<file path="config.mk">
export PLATFORM = sky130hd
export DESIGN_NAME = ext_display_ctrl_flat
export DESIGN_NICKNAME = d
export VERILOG_FILES = /design/src/rtl/ext_display_if.sv /design/src/rtl/ext_display_ctrl.sv /design/src/flat_wrapper.sv
export SDC_FILE = /design/constraint.sdc
export NUM_CORES = 1
export LEC_CHECK = 0
export ABC_AREA = 0
export CAP_MARGIN = 20
export CORE_MARGIN = 1
export CORE_UTILIZATION = 27
export CTS_CLUSTER_SIZE = 12
export DETAILED_ROUTE_END_ITERATION = 10
export MAX_ROUTING_LAYER = met4
export PLACE_DENSITY_LB_ADDON = 0.08
export SYNTH_ARGS = -nofsm -noshare
export SYNTH_HDL_FRONTEND = slang
export SYNTH_SLANG_ARGS = --single-unit
</file>
<file path="constraint.sdc">
create_clock -name clk -period 2.1 [get_ports clk]
set_clock_uncertainty 0.05 [all_clocks]
set_input_delay 0.315 -clock clk [delete_from_list [all_inputs] [get_ports clk]]
set_output_delay 0.315 -clock clk [all_outputs]
set_load 0.005 [all_outputs]
</file>
<file path="src/rtl/ext_display_if.sv">
// Bus between the pipeline's external-write path and the seven-segment display controller.
// Carries the write strobe/target/data, the acknowledge pulse, the readback port and the
// display drive lines. The pipeline side uses the master modport; the controller uses slave.
interface ext_display_if;
  logic        ex_write;
  logic [1:0]  ex_ano;
  logic [31:0] ex_data;
  logic        ex_ack;
  logic [1:0]  rd_sel;
  logic [7:0]  rd_data;
  logic [3:0]  an;
  logic [7:0]  seg;

  modport master (
    output ex_write, ex_ano, ex_data, rd_sel,
    input  ex_ack, rd_data, an, seg
  );

  modport slave (
    input  ex_write, ex_ano, ex_data, rd_sel,
    output ex_ack, rd_data, an, seg
  );
endinterface

</file>
<file path="src/rtl/ext_display_ctrl.sv">
// External display controller: latches pipeline writes into four digit registers and
// time-multiplexes them onto a 4-digit common-anode seven-segment display (active-low
// anodes and segments). Each digit owns CLK_DIV cycles of the scan; the last cycle of
// every slot blanks the display so adjacent digits never ghost into each other.
// Optional build macro HEX_DECODE_EN: when defined, writes store a hex-to-segment decode
// of ex_data[3:0] with dp driven by ex_data[4]; otherwise ex_data[7:0] is stored raw.
module ext_display_ctrl #(
  parameter int CLK_DIV = 100000,
  parameter int SCAN_W  = 17
) (
  input logic         clk,
  input logic         reset,
  ext_display_if.slave bus
);

  localparam logic [SCAN_W-1:0] LAST_CNT = SCAN_W'(CLK_DIV - 1);

  logic [7:0]        dig [4];
  logic [SCAN_W-1:0] divCnt;
  logic [1:0]        scanIdx;
  logic [7:0]        storeVal;
  logic              deadTime;

  assign deadTime = (divCnt == LAST_CNT);

`ifdef HEX_DECODE_EN
  logic unusedDataBits;
  assign unusedDataBits = ^bus.ex_data[31:5];

  // Hex nibble to active-low gfedcba pattern, with dp lit when ex_data[4] is set
  always_comb begin
    storeVal = 8'hFF;
    case (bus.ex_data[3:0])
      4'h0: storeVal[6:0] = 7'h40;
      4'h1: storeVal[6:0] = 7'h79;
      4'h2: storeVal[6:0] = 7'h24;
      4'h3: storeVal[6:0] = 7'h30;
      4'h4: storeVal[6:0] = 7'h19;
      4'h5: storeVal[6:0] = 7'h12;
      4'h6: storeVal[6:0] = 7'h02;
      4'h7: storeVal[6:0] = 7'h78;
      4'h8: storeVal[6:0] = 7'h00;
      4'h9: storeVal[6:0] = 7'h10;
      4'hA: storeVal[6:0] = 7'h08;
      4'hB: storeVal[6:0] = 7'h03;
      4'hC: storeVal[6:0] = 7'h46;
      4'hD: storeVal[6:0] = 7'h21;
      4'hE: storeVal[6:0] = 7'h06;
      default: storeVal[6:0] = 7'h0E;
    endcase
    storeVal[7] = ~bus.ex_data[4];
  end
`else
  logic unusedDataBits;
  assign unusedDataBits = ^bus.ex_data[31:8];
  assign storeVal = bus.ex_data[7:0];
`endif

  // Digit registers and write acknowledge; reset drops any write issued in the same cycle
  always_ff @(posedge clk) begin
    if (reset) begin
      for (int i = 0; i < 4; i++) dig[i] <= 8'hFF;
      bus.ex_ack <= 1'b0;
    end else begin
      bus.ex_ack <= bus.ex_write;
      if (bus.ex_write) dig[bus.ex_ano] <= storeVal;
    end
  end

  // Slot divider and digit scan pointer, advancing to the next digit on divider wrap
  always_ff @(posedge clk) begin
    if (reset) begin
      divCnt  <= '0;
      scanIdx <= 2'd0;
    end else if (deadTime) begin
      divCnt  <= '0;
      scanIdx <= scanIdx + 2'd1;
    end else begin
      divCnt  <= divCnt + 1'b1;
    end
  end

  // Registered display drive: blank during the dead-time cycle, otherwise light the scanned digit
  always_ff @(posedge clk) begin
    if (reset) begin
      bus.an  <= 4'hF;
      bus.seg <= 8'hFF;
    end else if (deadTime) begin
      bus.an  <= 4'hF;
      bus.seg <= 8'hFF;
    end else begin
      bus.an  <= ~(4'b0001 << scanIdx);
      bus.seg <= dig[scanIdx];
    end
  end

  assign bus.rd_data = dig[bus.rd_sel];

endmodule

</file>
<file path="src/flat_wrapper.sv">
// flat-port wrapper written by rule: the top's interface ports become plain ports
module ext_display_ctrl_flat 
#(
  parameter int CLK_DIV = 100000,
  parameter int SCAN_W  = 17
)
  (clk, reset, bus_ex_write, bus_ex_ano, bus_ex_data, bus_rd_sel, bus_ex_ack, bus_rd_data, bus_an, bus_seg);
  ext_display_if bus_i ();
  input logic clk;
  input logic reset;
  input wire logic [$bits(bus_i.ex_write)-1:0] bus_ex_write;
  input wire logic [$bits(bus_i.ex_ano)-1:0] bus_ex_ano;
  input wire logic [$bits(bus_i.ex_data)-1:0] bus_ex_data;
  input wire logic [$bits(bus_i.rd_sel)-1:0] bus_rd_sel;
  output wire logic [$bits(bus_i.ex_ack)-1:0] bus_ex_ack;
  output wire logic [$bits(bus_i.rd_data)-1:0] bus_rd_data;
  output wire logic [$bits(bus_i.an)-1:0] bus_an;
  output wire logic [$bits(bus_i.seg)-1:0] bus_seg;
  assign bus_i.ex_write = bus_ex_write;
  assign bus_i.ex_ano = bus_ex_ano;
  assign bus_i.ex_data = bus_ex_data;
  assign bus_i.rd_sel = bus_rd_sel;
  assign bus_ex_ack = bus_i.ex_ack;
  assign bus_rd_data = bus_i.rd_data;
  assign bus_an = bus_i.an;
  assign bus_seg = bus_i.seg;
  ext_display_ctrl #(.CLK_DIV(CLK_DIV), .SCAN_W(SCAN_W)) u_core (.clk(clk), .reset(reset), .bus(bus_i));
endmodule
</file>
==> metrics, run 1 <==
Leakage Power 1.27 nW; min Tclk post-route 1970 ps; delay of the slowest cell on the worst path 510 ps; DP Wirelength 4220 um; warning count from the yosys run 0; required time worst endpoint 1740 ps; number of flops mapped to enable cells by yosys 32; area growth from synthesis to layout 27.2%; largest area contributor in the netlist sky130_fd_sc_hd__edfxtp_1; Ant. Diodes 0; clock tree from TritonCTS done; data arrival time at the worst-slack endpoint 1610 ps; kind of start point of the critical path input port; highest clock frequency the design can meet 506 MHz; worst setup path category in2out; Tot GR Track Use 0.129; Yosys top cell area share 0.337; cell types occupying the most area after synthesis sky130_fd_sc_hd__edfxtp_1 34%, sky130_fd_sc_hd__dfxtp_1 22%, sky130_fd_sc_hd__mux4_2 13%; highest-count cells in the layout ignoring fill and taps 37 x sky130_fd_sc_hd__nand2b_1, 32 x sky130_fd_sc_hd__dfxtp_1, 32 x sky130_fd_sc_hd__edfxtp_1; area of the core 10,300 sq um; cell class contributing the biggest share of worst-path delay buffers and inverters; type of destination of the critical path primary output; MaxCap Viol Count 0; clock root buffer master sky130_fd_sc_hd__clkbuf_8; worst-path fanout max 6; Routed Wire Length 6060 um; total iterations of the first detailed-routing run 4; via count 1,782; remaining design rule violation count 0; ordered list of cells on the worst path dlygate4sd2_1 > buf_12 > buf_4 > mux4_2 > dlygate4sd2_1; Hold Slack 423 ps; Chip Width 105 um; floorplan row count 37; effective utilization at floorplan 0.277; part of the cycle the worst path needs 0.940; number of global-route vias before repair 1,903; proportion of layout cells with a drive suffix above 1 0.194; end-of-flow core utilization 0.353; Num CTS Buffers 9; total die area 11,000 sq um; layout filler cell count 1,042; clock sink count 64; slowest CP cell sky130_fd_sc_hd__mux4_2; routed length per instance 14.6 um; global-route wire length before repair 10000 um; pwr dens 687 nW/um^2; status completed; Finish-stage setup viols 0; insertion delay to the later sink of the worst-skew pair 330 ps; residual overflow from global routing 0; most used cell along the critical path sky130_fd_sc_hd__dlygate4sd2_1; clock-pin transition on the worst setup and hold timing paths 60 ps; Buffers & Inverters on Critical Path 4; Mapped Avg Cell Area 13.1 sq um; Synth Register Bits 64; most common library cell in the layout ignoring fill and taps sky130_fd_sc_hd__nand2b_1; First DRT Iteration DRCs 53; number of hold violations in the final report 0; sequential fraction of the synthesis area 0.562; Hold/Removal Path Class reg2reg; pins over their slew limit 0; Post-Synthesis Net Count 261; Cell Area, Synth 2850 sq um; floorplan die height 105 um; pin count of the biggest net entering global routing 16; share of flip-flops with an asynchronous set or reset 0; Worst slew margin 0.608; final weighted congestion of routability-driven global placement 0.680; Most used DFF post-synth sky130_fd_sc_hd__edfxtp_1; initial antenna violation count 0; Max VDD drop 232 uV; RSZ-0062 raised after global routing no; Hold Buf Count CTS 0; number of H-tree branching levels 3; Total Neg Setup Slack 0 ps; Final #Nets 318; I/O pin count 60; Placed Area 3460 sq um; Worst-Margin Slew 587 ps; number of port buffers 35; Post-Syn Instances 217; maximum clock insertion buffer count 2; final standard cell area without fillers 3630 sq um; final antenna-violating net count 0; library cells used by synthesis 38; number of vias per cell after detailed routing 4.30
through the flow:
stage / total power, mW / setup WS (ps) / cells
2_1_floorplan: 1.54 / 425 / 217
3_5_place_dp: 1.69 / -255 / 396
4_1_cts: 2.54 / 21.7 / 414
3_3_place_gp: 1.69 / -245 / 396
6_report: 2.49 / 125 / 414
5_1_grt: 2.62 / 71.5 / 414
metal layers:
metal  vias to the layer above  GRT usage  part of all wire
met5                         -          -                 0
met4                         0     0.0423             0.011
met3                         5     0.0412             0.037
met2                        39      0.220              0.52
met1                       848      0.141              0.44
li1                        890          -                 -
flip-flops by register name (all words and copies together), names as in the netlist:
register,count
u_core.dig,32
u_core.divCnt,17
u_core.bus.seg,8
u_core.bus.an,4
u_core.scanIdx,2
u_core.bus.ex_ack,1
final cells by class:
type	count	area (sq um)	share of cell area
multi-input cells	142	1190	0.328
flip-flops and latches	64	1600	0.442
repair buffers	53	503	0.139
well taps	136	170	0.0469
clock inverters	2	8.76	0.00241
inverters	4	15.0	0.00414
clock buffers	13	139	0.0383
synthesized netlist by cell type (all sizes together), types with 3 or more instances:
| cell | number |
|---|---|
| inv | 4 |
| buf | 6 |
| dfxtp | 32 |
| or2 | 4 |
| nand2 | 9 |
| nand2b | 37 |
| xor2 | 6 |
| or2b | 5 |
| edfxtp | 32 |
| nor2 | 15 |
| xnor2 | 7 |
| nand4 | 4 |
| nand3 | 7 |
| ha | 5 |
| a21oi | 3 |
| mux4 | 16 |
| and2 | 3 |
cells by family after synthesis:
kind of cell / synth area share
AO/OA/AOI/OAI: 0.0158
XOR/XNOR: 0.0399
adder cells (fa/ha/maj): 0.0219
buffers and inverters: 0.0211
flip-flops: 0.562
multiplexers: 0.130
AND/OR/NAND/NOR: 0.210
power breakdown:
part,internal (mW),switching [mW]
Clock,0.418,0.428
Combinational,0.146,0.0937
Sequential,1.38,0.0285
Total,1.94,0.550
repair_timing:
action / CTS / global route
endpoints found under the setup margin: 8 / 1
gates resized for setup: 8 / 1
setup buffers: 3 / 0
gates cloned: 0 / 0
path summary, 6_finish.rpt:
kind / startpoint / end / slack [ps] / cells past startpoint
setup / recovery: bus_rd_sel[0] / bus_rd_data[6] / 130 / 5
hold / removal: u_core.divCnt[0]$_SDFF_PP0_ / u_core.divCnt[0]$_SDFF_PP0_ / 420 / 1
setup reg to reg: u_core.divCnt[0]$_SDFF_PP0_ / u_core.divCnt[16]$_SDFF_PP0_ / 280 / 6
hold reg to reg: u_core.divCnt[0]$_SDFF_PP0_ / u_core.divCnt[0]$_SDFF_PP0_ / 420 / 1
No activity file was read; power rests on OpenSTA's default activity.
==> inputs of run 2 (changes only) <==
--- a/config.mk
+++ b/config.mk
@@ -7,7 +7,6 @@
 export LEC_CHECK = 0
 export ABC_AREA = 0
 export CAP_MARGIN = 20
-export CORE_MARGIN = 1
 export CORE_UTILIZATION = 27
 export CTS_CLUSTER_SIZE = 12
 export DETAILED_ROUTE_END_ITERATION = 10
==> results of run 2 <==
Final layout, timing and power as in run 1 (identical DEF).
